## src/rtl/scfifo_legacy_pkg.sv

```systemverilog
// scfifo_legacy_pkg: shared types and helpers for the legacy single-clock FIFO controller
//   DEF_LOG_DEPTH/DEF_NUM_WORDS : default geometry
//   IS_POW2                     : default depth fills the whole address space
//   ptr_t                       : default-width address/occupancy type
//   next_ptr()                  : pointer increment that wraps at an arbitrary depth
package scfifo_legacy_pkg;
   localparam int DEF_LOG_DEPTH = 5;
   localparam int DEF_NUM_WORDS = 2**DEF_LOG_DEPTH;
   localparam bit IS_POW2 = (DEF_NUM_WORDS == 2**DEF_LOG_DEPTH);
   typedef logic [DEF_LOG_DEPTH-1:0] ptr_t;
   function automatic int unsigned next_ptr(input int unsigned ptr, input int unsigned num_words);
      return (ptr == num_words - 1) ? 0 : ptr + 1;
   endfunction
endpackage

```

## src/rtl/scfifo_legacy_ctrl_rdpipe.sv

```systemverilog
// scfifo_legacy_ctrl_rdpipe: read-data validity delay line through RAM and optional output register
//   clock, aclr (async), sclr (sync) : timing and clears
//   rd_issue                         : qualified read accepted this cycle
//   rd_valid                         : q holds data for an earlier read
//   oreg_en                          : output-register enable (first-stage valid)
module scfifo_legacy_ctrl_rdpipe #(
   parameter int OREG = 1
)(
   input  logic clock,
   input  logic aclr,
   input  logic sclr,
   input  logic rd_issue,
   output logic rd_valid,
   output logic oreg_en
);
   logic [1:0] stage;
   always_ff @(posedge clock or posedge aclr)
      if (aclr) stage <= '0;
      else if (sclr) stage <= '0;
      else stage <= {stage[0], rd_issue};
   assign rd_valid = (OREG != 0) ? stage[1] : stage[0];
   assign oreg_en = (OREG != 0) & stage[0];
endmodule

```

## src/rtl/scfifo_legacy_ctrl.sv

```systemverilog
// scfifo_legacy_ctrl: pointer, occupancy and read-validity controller for the legacy single-clock FIFO
//   clock, aclr (async), sclr (sync)   : timing and clears
//   wrreq, rdreq                       : raw requests
//   full, empty                        : flags fed back from scfifo_legacy_flags
//   wrreq_safe, rdreq_safe, ram_wren   : qualified requests (combinational)
//   ram_wraddr, ram_rdaddr, capacity   : registered pointers and modular occupancy
//   oreg_en, rd_valid                  : read-data pipeline status
module scfifo_legacy_ctrl
   import scfifo_legacy_pkg::*;
#(
   parameter int LOG_DEPTH               = 5,
   parameter int NUM_WORDS               = 2**LOG_DEPTH,
   parameter int OVERFLOW_CHECKING       = 0,
   parameter int UNDERFLOW_CHECKING      = 0,
   parameter int ADD_RAM_OUTPUT_REGISTER = 1,
   parameter int ALLOW_RWCYCLE_WHEN_FULL = 0
)(
   input  logic                 clock,
   input  logic                 aclr,
   input  logic                 sclr,
   input  logic                 wrreq,
   input  logic                 rdreq,
   input  logic                 full,
   input  logic                 empty,
   output logic                 wrreq_safe,
   output logic                 rdreq_safe,
   output logic                 ram_wren,
   output logic [LOG_DEPTH-1:0] ram_wraddr,
   output logic [LOG_DEPTH-1:0] ram_rdaddr,
   output logic                 oreg_en,
   output logic [LOG_DEPTH-1:0] capacity,
   output logic                 rd_valid
);
   assign rdreq_safe = rdreq & (~empty | (UNDERFLOW_CHECKING == 0));
   // a concurrent read frees a slot, so a write may pass a full FIFO when allowed
   assign wrreq_safe = (OVERFLOW_CHECKING == 0) ? wrreq
                     : wrreq & (~full | ((ALLOW_RWCYCLE_WHEN_FULL != 0) & rdreq_safe));
   assign ram_wren = wrreq_safe;
   always_ff @(posedge clock or posedge aclr)
      if (aclr) begin
         ram_wraddr <= '0;
         ram_rdaddr <= '0;
         capacity   <= '0;
      end else if (sclr) begin
         ram_wraddr <= '0;
         ram_rdaddr <= '0;
         capacity   <= '0;
      end else begin
         if (wrreq_safe) ram_wraddr <= LOG_DEPTH'(next_ptr(32'(ram_wraddr), NUM_WORDS));
         if (rdreq_safe) ram_rdaddr <= LOG_DEPTH'(next_ptr(32'(ram_rdaddr), NUM_WORDS));
         // modular: a full power-of-two FIFO reads 0, resolved downstream with full
         capacity <= capacity + LOG_DEPTH'(wrreq_safe) - LOG_DEPTH'(rdreq_safe);
      end
   scfifo_legacy_ctrl_rdpipe #(.OREG(ADD_RAM_OUTPUT_REGISTER)) u_rdpipe (
      .clock   (clock),
      .aclr    (aclr),
      .sclr    (sclr),
      .rd_issue(rdreq_safe),
      .rd_valid(rd_valid),
      .oreg_en (oreg_en)
   );
endmodule

```

## config.mk

```make
export PLATFORM = sky130hd
export DESIGN_NAME = scfifo_legacy_ctrl
export DESIGN_NICKNAME = d
export VERILOG_FILES = /design/src/rtl/scfifo_legacy_pkg.sv /design/src/rtl/scfifo_legacy_ctrl_rdpipe.sv /design/src/rtl/scfifo_legacy_ctrl.sv
export SDC_FILE = /design/constraint.sdc
export NUM_CORES = 1
export LEC_CHECK = 0
export ABC_AREA = 1
export CAP_MARGIN = 0
export CORE_MARGIN = 1
export CORE_UTILIZATION = 32
export CTS_CLUSTER_SIZE = 40
export DETAILED_ROUTE_END_ITERATION = 12
export SLEW_MARGIN = 5
export SYNTH_ARGS = -nofsm -noshare
export SYNTH_HDL_FRONTEND = slang
export SYNTH_SLANG_ARGS = --single-unit
```

## constraint.sdc

```tcl
create_clock -name clock -period 1.8 [get_ports clock]
set_input_delay 0.36 -clock clock [delete_from_list [all_inputs] [get_ports clock]]
set_output_delay 0.36 -clock clock [all_outputs]
set_load 0.05 [all_outputs]
```

==> summary by stage, run 1 <==
Timing
The measured slew at the worst slew-check pin is 0.548 ns. The ratio of final minimum period to clock period is 0.950. Derived from the worst setup path, the maximum achievable clock frequency is 585 MHz. The worst slew margin relative to its limit is 0.634. The number of failing hold endpoints at the final stage is 0. For the final database, setup skew stands at around 0.0012 ns.

Final hold analysis gives a worst-case slack of roughly 0.40 ns. Counting I/O delays and the setup requirement, the final critical path takes 1.71 ns. Setup slack closes at 0.0904 ns.

The count of final max-slew check failures is 0. The number of setup violations in the final report is 0.

Routing
Summed over all layers, the routed wires come to 2050 um. In this run the remaining antenna-violating nets after routing total 0. The via density per instance is 4.76.

Before antenna repair, the detailed router went through 8 iterations. For this block, the initial DRC count from the detailed router was 23. The via total after detailed routing is about 840.

After detailed routing, the average wire length per cell comes to 11.6 um. After detailed routing, the number of remaining DRC violations is 4.

Clock network
The later pin in the worst-skew pair is clocked with a latency of 0.29 ns. Clock-pin slew was measured on the worst setup and hold paths at 0.10 ns. The H-tree depth is 1. CTS placed an instance of clkbuf_4 at the clock tree root. The clock net sink count is 17.

Counting along the longest clock path gives a buffer depth of 2. In this run, CTS created clock tree buffers numbering 3. Buffers inserted to repair hold after CTS numbered 0. TritonCTS built the clock tree.

Critical path
The critical path goes through inv_2 -> ha_4 -> inv_2 -> ha_4 -> inv_2 -> fa_2 -> inv_2 -> nand3_4 -> a21oi_2 -> nor2_1. STA puts the critical path data required time at around 2 ns. On the worst path, the slowest cell contributes a delay of roughly 0.42 ns. The worst setup path is launched from a flop. The cell that appears most often on the critical path is inv_2. The worst setup path is captured at a flop.

The slowest stage of the critical path is the dfrtp_2 cell. The data arrival time of the critical path is 1.90 ns. Along the worst path, the maximum fanout reaches 3. The worst setup path is of the flop to flop kind.

Power and ir drop
Of the total power, the share spent switching nets is 0.466. The share of total power dissipated in sequential elements is 0.340. The power per unit of standard cell area is 1150 mW/mm^2. The worst IR drop on VDD is just under 0.0006 V.

The internal portion of the total power is 0.808 mW. For this design the total switching power over the nets is 0.705 mW. The share of total power dissipated in the clock network is 0.140. Of the total power, combinational logic draws 0.521. The leakage dissipation is slightly above 0.7 nW.

Logic synthesis
The largest area contributor in the netlist is dfrtp_1. After synthesis, the share of flip-flops with an asynchronous set or reset is 1.00. The number of synthesis warnings is 0. The most frequently used cell type in the post-synthesis netlist is nand2_1.

Yosys mapped a number of flops with a built-in enable equal to 0. The share of the Yosys chip area taken by registers is 0.443. For this run, the leading register cell type out of synthesis is dfrtp_1. Synthesis produced a netlist with a net count of ~130. By area the synthesized netlist is led by dfrtp_1 44%, ha_1 12%, nand2_1 9.4%. The gate count of the mapped netlist is between 100 and 150. The commonest cells after synthesis are 24 x nand2_1, 20 x inv_1, 17 x dfrtp_1, 14 x nand3_1.

The flip-flop and latch count after synthesis is 17. The area share of the largest cell type after synthesis is 0.443. The unique cell type count in the Yosys netlist is 18. The combined area of all synthesized cells is 961 um^2.

The post-synthesis average cell area is 8.28 um^2.

Run status
The run finished, with violations left. The final reports fail on design-rule violations.

Finish
The final standard cell utilization of the core is 0.468. In the final layout, the share of cells above drive strength 1 is 0.295. The final layout contains 164 nets.

The filler cell count in the final layout is between 300 and 400. The area added between synthesis and finish is 36.7%. The final non-filler cell area is 0.00131 mm^2.

The number of diodes is 0.

Global routing
The number of global-route vias before repair was just over 800. Across every metal layer, demand over resource in global routing totals 0.138. Entering global routing, the biggest net connects 15 pins.

The initial antenna violation count was 0. For this run the aggregate overflow at the end of global routing stands at 0. The first global-routing pass estimated ~3400 um of wire.

Floorplan
After floorplanning, the core was divided into 19 placement rows. The core box area is 0.00281 mm^2. The initial core utilization is 0.343. The die is 56.8 um tall. Pin placement for this block handled 27 I/O pins. The die is 56.8 um wide. The floorplan step defined a die boundary enclosing about 0.0032 mm^2.

Placed design
The worst-case setup slack after placement is -0.366 ns. The number of buffer cells added on primary ports is 24. The area after detailed placement is between 0.001 and 0.0015 mm^2.

The half-perimeter wire length after placement is 1550 um. The final weighted congestion of routability-driven global placement is 0.775.

Flow run
Across the run, the number of max-cap violations was 0.

Min path
The worst hold path belongs to the class primary input to asynchronous set/reset pin.
[power groups by stage]
stage	logic, mW	clock network [mW]	registers, mW
floorplan	0.306	0	0.729
global placement	0.698	0	0.519
detailed placement	0.716	0	0.521
CTS	0.716	0.220	0.514
global route	0.866	0.237	0.524
finish	0.788	0.211	0.514
[worst paths after layout]
kind	start	endpoint	slack, ns	depth (start not counted)
max in group asynchronous	aclr	ram_wraddr[3]$_DFFE_PP0P_	0.93	3
max	capacity[0]$_DFF_PP0_	capacity[4]$_DFF_PP0_	0.09	10
min in group clock	u_rdpipe.stage[0]$_DFF_PP0_	u_rdpipe.stage[1]$_DFF_PP0_	0.50	2
max reg2reg	capacity[0]$_DFF_PP0_	capacity[4]$_DFF_PP0_	0.09	10
min	aclr	ram_rdaddr[3]$_DFFE_PP0P_	0.40	2
min reg2reg	u_rdpipe.stage[0]$_DFF_PP0_	u_rdpipe.stage[1]$_DFF_PP0_	0.50	2
[state kept, by name, summed over array words and instances (netlist names)]
name,flops
capacity,5
ram_rdaddr,5
ram_wraddr,5
u_rdpipe.stage,2
[critical path: cells and delay by family (launching register included)]
kind	cells	cell delay (ns)
compound gates	1	0.12
fa+ha+maj	3	0.67
buf+inv	4	0.26
flops	1	0.42
simple gates	2	0.13
[cells by family after synthesis]
group                      share of synthesized area
AOI/OAI and AO/OA                             0.0651
xor gates and xnor gates                     0.00912
adders and majority gates                      0.138
buffers and inverters                          0.117
DFF                                            0.443
and+or+nand+nor                                0.228
[metal layers]
layer	track usage	up-vias	part of all wire	wire length, um
li1	-	428	-	-
met1	0.154	401	0.42	850
met4	0.0732	0	0.0078	16
met5	0	-	0	0
met2	0.238	12	0.54	1100
met3	0.0369	2	0.040	81
[repair_timing]
item	4_1_cts	5_1_grt
setup endpoints to repair	1	1
setup buffers	0	2
pin swaps	0	3
resized for setup	1	7
[stage by stage]
step / setup TNS, ns / total power [mW] / cells
floorplan: -0.0145 / 1.03 / 116
global placement: -0.756 / 1.22 / 171
detailed placement: -0.925 / 1.24 / 171
CTS: 0 / 1.45 / 175
global route: -0.00692 / 1.63 / 177
finish: 0 / 1.51 / 177
[area by class of cell]
class / count / area (um^2) / area share
multi-input combinational: 74 / 472 / 0.359
sequential: 17 / 427 / 0.325
timing repair buffer: 30 / 272 / 0.207
inverter: 21 / 78.8 / 0.0600
tap: 31 / 38.8 / 0.0295
clock buffer: 4 / 26.3 / 0.0200
[cells in the final DEF (no fill, tap or decap)]
cell type	n
inv_2	5
nand3_4	1
inv_1	16
nor2_1	9
o21ai_1	5
nand4_1	2
o21a_1	1
nor2_2	1
dfrtp_2	1
nand2_1	24
clkdlybuf4s50_1	3
dfrtp_1	16
ha_1	7
nand3_2	1
buf_12	3
nand3_1	12
a21oi_1	4
a21oi_2	1
buf_4	23
xor2_1	1
o21ai_0	1
ha_4	2
clkbuf_1	1
fa_2	1
dlygate4sd2_1	1
nand2_2	1
clkbuf_4	3
(Power assumes the default switching activity.)
==> inputs of run 2 (changes only) <==
--- a/config.mk
+++ b/config.mk
@@ -11,7 +11,7 @@
 export CORE_UTILIZATION = 32
 export CTS_CLUSTER_SIZE = 40
 export DETAILED_ROUTE_END_ITERATION = 12
-export SLEW_MARGIN = 5
+export SLEW_MARGIN = 20
 export SYNTH_ARGS = -nofsm -noshare
 export SYNTH_HDL_FRONTEND = slang
 export SYNTH_SLANG_ARGS = --single-unit
==> constraint.sdc (replaced) <==
create_clock -name clock -period 2 [get_ports clock]
set_input_delay 0.4 -clock clock [delete_from_list [all_inputs] [get_ports clock]]
set_output_delay 0.4 -clock clock [all_outputs]
set_load 0.05 [all_outputs]
==> run 2 against run 1 <==
The flow still finishes with violations (design-rule violations). Global-route usage fell by 0.050 points. Wire length fell by 8.2%. Largest power group unchanged. Register-to-register slack improved by 0.13 ns. Non-clock buffer count fell by 3. Final cell count fell by 1.7%. Sequential power fell by 11%. Clock power fell by 10%. First-iteration DRC count fell by 30%. Critical path type is now flop to output port.
==> summary by stage, run 2 (synthesis gave the netlist of run 1 again) <==
Power and ir drop
The power per unit of standard cell area came to 992 mW/mm^2 (-14%). The worst IR drop on VDD is 0.000551 V (-4.9%). The leakage dissipation is 0.741 nW (+4.6%).

Timing
The maximum frequency from static timing analysis is 521 MHz. The final clock skew is 0.00558 ns (+0.00434 ns). The number of setup violations in the final report is 0 (unchanged). The number of failing hold endpoints at the final stage is 0 (unchanged).

The tightest hold margin is 0.366 ns (-0.0350 ns). In the finished design, the share of the clock period the worst path needs comes to 0.960. The worst path needs 1.92 ns of the cycle, external delays included. Setup repair after global routing could not meet its margin everywhere. The measured slew at the worst slew-check pin came to 0.508 ns (-0.0403 ns).

The worst slew margin relative to its limit was 0.661 (+0.0262). The count of final max-slew check failures came to 0 (unchanged).

Floorplan
The horizontal extent of the die is 56.8 um (unchanged). The die height is 56.8 um (unchanged). The overall die area was 0.00323 mm^2 (unchanged). The initial core utilization is 0.343 (unchanged).

The total number of placement rows is 19 (unchanged). The core box area was 0.00281 mm^2 (unchanged). The number of ports placed on the die boundary is 27 (unchanged).

Flow run
The total of max-cap violations is 0 (unchanged).

Min path
The worst hold path belongs to the class primary input to asynchronous set/reset pin.

Critical path
The total buffers and inverters traversed by the critical path is 1 (-3). The worst setup path is captured at an output port. The category of the worst setup path launch point is a flop. The kind of cell with the highest combined delay along the critical path is buffers and inverters.

The largest fanout on the critical path is 4 (+1). The largest stage delay on the critical path is 0.82 ns (+0.40 ns). The critical path in this run is classified as flop to output port. The data arrival time of the critical path is 1.52 ns (-0.38 ns).

The signal on the critical path passes through clkdlybuf4s50_1. The data required time of the worst path is 1.60 ns (-0.39 ns). The master of the slowest instance on the critical path is clkdlybuf4s50_1.

Routing
The final antenna-violating net count is 0 (unchanged). The number of detailed-routing iterations run before antenna repair is 8 (unchanged). The wire length per cell came to 10.8 um (-6.6%). The via density per instance was 4.70 (-1.4%). The DRC violations left came to 4 (unchanged). The via total after detailed routing is 817 (-3.1%). The DRC violation total after the first TritonRoute iteration is 16 (-30%). The wire length after detailed routing is 1880 um (-8.2%).

Global routing
The number of global-route vias before repair is 792 (-3.2%). The routing usage on met3 is 0.0369 (unchanged). The maximum number of pins on one net before global-route repair is 13 (-2). The global-route congestion overflow total was 0 (unchanged). The first-pass GRT wire length was 3350 um (-1.4%).

The met1 demand-to-capacity share in global routing is 0.156 (+0.00158). met2 is the most crowded layer. The global routing usage summed across all routing layers is 0.137 (-0.000504). The initial antenna violation count came to 0 (unchanged). The routing usage on met2 came to 0.233 (-0.00510).

Clock network
The number of CTS-inserted buffers is 3 (unchanged). The clock net sink count is 17 (unchanged). The post-CTS setup buffer count is 0 (unchanged). The cts-stage hold buffer count is 0 (unchanged). The H-tree depth was 1 (unchanged). The worst-skew pair later-pin latency is 0.29 ns (about the same). The clock input transition at the sequential cells of the worst setup and hold paths is 0.11 ns (about the same). The buffer depth of the longest clock path is 2 (unchanged).

The clock root buffer is clkbuf_4. TritonCTS built the clock tree. The post-cts repair resize count is 0 (-1).

Finish
In the layout the commonest cells are 24 x nand2_1, 19 x inv_1, 16 x dfrtp_1. The number of nets in the finished design came to 161 (-1.8%). The filler-free cell count of the finished design came to 174 (-1.7%). The number of diodes came to 0 (unchanged). The most common cell after layout, fill and taps aside is nand2_1. The area added between synthesis and finish is 34.6%.

In the final layout, the registers with the most flip-flops are capacity (5), ram_rdaddr (5), ram_wraddr (5). The filler cell count in the final layout was 290 (-3.7%). The multi-input logic area was 423 um^2 (-10%). The register area is 427 um^2 (unchanged).

The proportion of layout cells with a drive suffix above 1 is 0.112 (-0.183).

Placed design
The number of cells in the design after placement is 170 (-0.58%). The half-perimeter wire length after placement is 1470 um (-4.8%). The number of buffer cells added on primary ports is 24 (unchanged).

The final weighted congestion of routability-driven global placement is 0.788 (+1.7%).

Run status
The checks that failed: design-rule violations. The flow ran to the end, but the final reports show violations.
-- run 2: area by class of cell --
type / instances / share of cell area
Sequential cell: 17 / 0.330
Timing Repair Buffer: 27 / 0.232
Tap cell: 31 / 0.0300
Multi-Input combinational cell: 74 / 0.327
Inverter: 21 / 0.0609
Clock buffer: 4 / 0.0203
-- run 2: metal layers --
layer / vias up / wire [um] / part of all wire
met4: 0 / 15 / 0.0080
met1: 381 / 811 / 0.43
met5: - / 0 / 0
met2: 12 / 971 / 0.52
met3: 2 / 79 / 0.042
li1: 422 / - / -
-- run 2: final timing paths --
kind                            slack, ns                         from  cells past startpoint                           to
worst max-delay path                 0.08    ram_wraddr[3]$_DFFE_PP0P_                      1                ram_wraddr[3]
worst min-delay path                 0.37                         aclr                      2    ram_rdaddr[4]$_DFFE_PP0P_
worst max register to register       0.22        capacity[0]$_DFF_PP0_                     10        capacity[4]$_DFF_PP0_
worst min register to register       0.49  u_rdpipe.stage[0]$_DFF_PP0_                      2  u_rdpipe.stage[1]$_DFF_PP0_
max in group asynchronous            1.18                         aclr                      3        capacity[1]$_DFF_PP0_
min in group clock                   0.49  u_rdpipe.stage[0]$_DFF_PP0_                      2  u_rdpipe.stage[1]$_DFF_PP0_
-- run 2: report_power, final --
part / switching (mW) / internal (mW) / total [mW]
Combinational: 0.408 / 0.227 / 0.635
Clock: 0.112 / 0.0775 / 0.189
Sequential: 0.0595 / 0.400 / 0.459
Total: 0.579 / 0.705 / 1.28
-- run 2: per-stage QoR --
| stage | util | power [mW] | setup WS, ns | TNS [ns] | instance area (um^2) |
|---|---|---|---|---|---|
| floorplan | - | 0.915 | 0.119 | 0 | 962 |
| global placement | 0.447 | 1.09 | -0.243 | -0.371 | 1250 |
| detailed placement | 0.447 | 1.10 | -0.258 | -0.408 | 1250 |
| CTS | 0.457 | 1.30 | 0.0140 | 0 | 1280 |
| global route | 0.461 | 1.39 | -0.0291 | -0.0291 | 1290 |
| finish | 0.461 | 1.28 | 0.0810 | 0 | 1290 |
==> inputs of run 3 (changes only) <==
--- a/config.mk
+++ b/config.mk
@@ -7,8 +7,7 @@
 export LEC_CHECK = 0
 export ABC_AREA = 1
 export CAP_MARGIN = 0
-export CORE_MARGIN = 1
-export CORE_UTILIZATION = 32
+export CORE_UTILIZATION = 37
 export CTS_CLUSTER_SIZE = 40
 export DETAILED_ROUTE_END_ITERATION = 12
 export SLEW_MARGIN = 20
==> run 3 against run 2 <==
The flow now finishes without violations. Design area up 1.1%. First-iteration DRC count unchanged. Sequential cell count unchanged. Global-route usage up 2.8 points. Via count down 0.61%. Combinational power up 3%. Clock power down 4%. Core utilization up 7.1 points. Critical path type unchanged. Largest cell class is now multi-input combinational cells. Largest power group unchanged.
==> summary by stage, run 3 (synthesis gave the netlist of run 1 again) <==
Timing
The measured slew at the worst slew-check pin is 0.509 ns (+0.00128 ns). The number of failing hold endpoints at the final stage is 0 (unchanged). The count of final max-slew check failures was 0 (unchanged). The number of setup violations in the final report is 0 (unchanged). The accumulated negative setup slack is 0 ns (unchanged). The least setup slack across all paths after layout is 0.0613 ns (-0.0197 ns). The final clock skew was 0.00333 ns (-0.00225 ns). The minimum clock period after layout was 1.94 ns (+0.0197 ns). The maximum frequency from static timing analysis is 516 MHz (-1.0%). The tightest hold margin is 0.355 ns (-0.0110 ns). The worst slew margin relative to its limit is 0.660 (about the same). The ratio of final minimum period to clock period is 0.969 (+0.00987).

Setup repair after global routing could not meet its margin everywhere.

Clock network
The clock net sink count was 17 (unchanged). The worst-skew pair later-pin latency was 0.28 ns (about the same). The H-tree depth came to 1 (unchanged). The clock tree from TritonCTS is yes. The cts-stage hold buffer count was 0 (unchanged). The buffer depth of the longest clock path is 2 (unchanged). The number of CTS-inserted buffers came to 3 (unchanged).

The clock input transition at the sequential cells of the worst setup and hold paths is 0.10 ns (about the same). The clock root buffer is clkbuf_4.

Power and ir drop
The power per unit of standard cell area was 989 mW/mm^2 (-0.30%). The leakage dissipation is 0.725 nW (-2.2%). The worst IR drop on VDD is 0.000762 V (+38%). The total design power was 1.29 mW (+0.76%).

Critical path
For this design, the slowest cell found on the critical path is clkdlybuf4s50_1. The cell family contributing the most delay on the critical path is buffers and inverters. The largest stage delay on the critical path is 0.83 ns (about the same). The data arrival time of the critical path is 1.54 ns (+0.02 ns). The endpoint identified for the worst register-to-register timing path is capacity[4]$_DFF_PP0_. The kind of capture point of the worst setup path is an output port. The signal on the critical path passes through clkdlybuf4s50_1. The number of cell instances on the worst register-to-register path is 10 (unchanged). The data required time of the worst path came to 1.60 ns (about the same). STA classifies the critical path startpoint as a flop. The total number of cells along the worst setup path is 1 (unchanged). The register-to-register setup slack is 0.30 ns (+0.08 ns).

The type of the setup path with the least slack is flop to output port. The launching point of the worst reg2reg path is capacity[0]$_DFF_PP0_. The largest fanout on the critical path is 5 (+1).

The total buffers and inverters traversed by the critical path is 1 (unchanged).

Finish
The final standard cell utilization of the core is 0.533 (+0.0714). Compared with the post-synthesis result, the final layout area differs by 36.1%. The number of nets in the finished design is 163 (+1.2%). The filler-free cell count of the finished design was 175 (+0.57%). In the layout the commonest cells are 24 x nand2_1, 19 x inv_1, 16 x dfrtp_1, 16 x clkdlybuf4s50_1, 13 x nand3_1. The filler cell count in the final layout is 236 (-19%).

The largest registers in the layout are capacity (5), ram_rdaddr (5), ram_wraddr (5). The final non-filler cell area came to 0.00131 mm^2 (+1.1%). The proportion of layout cells with a drive suffix above 1 came to 0.131 (+0.0191). The library cell used most frequently in the layout, excluding fill and tap cells, is nand2_1. The number of diodes is 0 (unchanged).

Placed design
The number of buffer cells added on primary ports is 24 (unchanged). The number of cells in the design after placement was 171 (+0.59%). The area after detailed placement was 0.00127 mm^2 (+1.1%).

The final weighted congestion of routability-driven global placement is 0.776 (-1.5%). The half-perimeter wire length after placement is 1410 um (-4.0%). The worst-case setup slack after placement is -0.224 ns (+0.0341 ns).

Floorplan
The initial core utilization is 0.391 (+0.0489). The number of ports placed on the die boundary is 27 (unchanged). The die height is 53.0 um (-6.8%). The total number of placement rows came to 18 (-1). The overall die area came to 0.00280 mm^2 (-13%).

The core box area is 0.00245 mm^2 (-12%). The horizontal extent of the die was 53.0 um (-6.8%).

Flow run
The total of max-cap violations is 0 (unchanged).

Routing
The DRC violation total after the first TritonRoute iteration is 16 (unchanged). The number of detailed-routing iterations run before antenna repair is 4 (-4). The DRC violations left is 0 (-4). The via density per instance came to 4.64 (-1.2%). The final antenna-violating net count is 0 (unchanged).

The amount of wire on met3 after detailed routing came to 75 um (-5.1%). The wire length per cell is 10.4 um (-3.2%). The met1 layer wirelength in the final routing is 880 um (+8.5%). The via total after detailed routing was 812 (-0.61%).

The top routing layer in use is met4. The wire length after detailed routing is 1830 um (-2.7%). The amount of wire on met2 after detailed routing was 860 um (-11%).

Global routing
The global routing usage summed across all routing layers came to 0.165 (+0.0276). The number of global-route vias before repair is 820 (+3.5%). The initial antenna violation count came to 0 (unchanged). The global-route congestion overflow total is 0 (unchanged). The maximum number of pins on one net before global-route repair came to 13 (unchanged). The first-pass GRT wire length is 3380 um (+0.84%).

Min path
The path category of the worst min-delay check is primary input to asynchronous set/reset pin.

Run status
The run finished with clean final reports.
## run 3: report_power, final
part	switching [mW]	leakage (nW)	internal, mW	total (mW)
sequential	0.0574	0.225	0.400	0.457
clock	0.103	0.0150	0.0774	0.181
combinational	0.415	0.485	0.241	0.655
## run 3: final cells by class
type	count	area (um^2)	area share
multi-input cells	74	428	0.327
flip-flops and latches	17	427	0.326
repair buffers	29	310	0.237
inverters	21	78.8	0.0603
well taps	30	37.5	0.0287
clock buffers	4	26.3	0.0201
## run 3: timing repair
action                     in CTS  in global routing
resized for setup               0                  5
setup endpoints to repair       0                  4
buffers inserted                0                  0
## run 3: how the worst max path moves through the flow
stage                                         start                    end  slack (ns)
after floorplan               capacity[0]$_DFF_PP0_  capacity[4]$_DFF_PP0_        0.12
after global placement                        rdreq  capacity[4]$_DFF_PP0_       -0.22
after detailed placement                      rdreq  capacity[4]$_DFF_PP0_       -0.22
after CTS                 ram_wraddr[0]$_DFFE_PP0P_          ram_wraddr[0]        0.03
after global routing                          rdreq  capacity[4]$_DFF_PP0_      -0.001
final                     ram_rdaddr[1]$_DFFE_PP0P_          ram_rdaddr[1]        0.06
## run 3: metal layers
layer	vias up	global-route usage
met5	-	0
met4	0	0.0702
met3	2	0.0172
met2	20	0.272
met1	369	0.218
li1	421	-
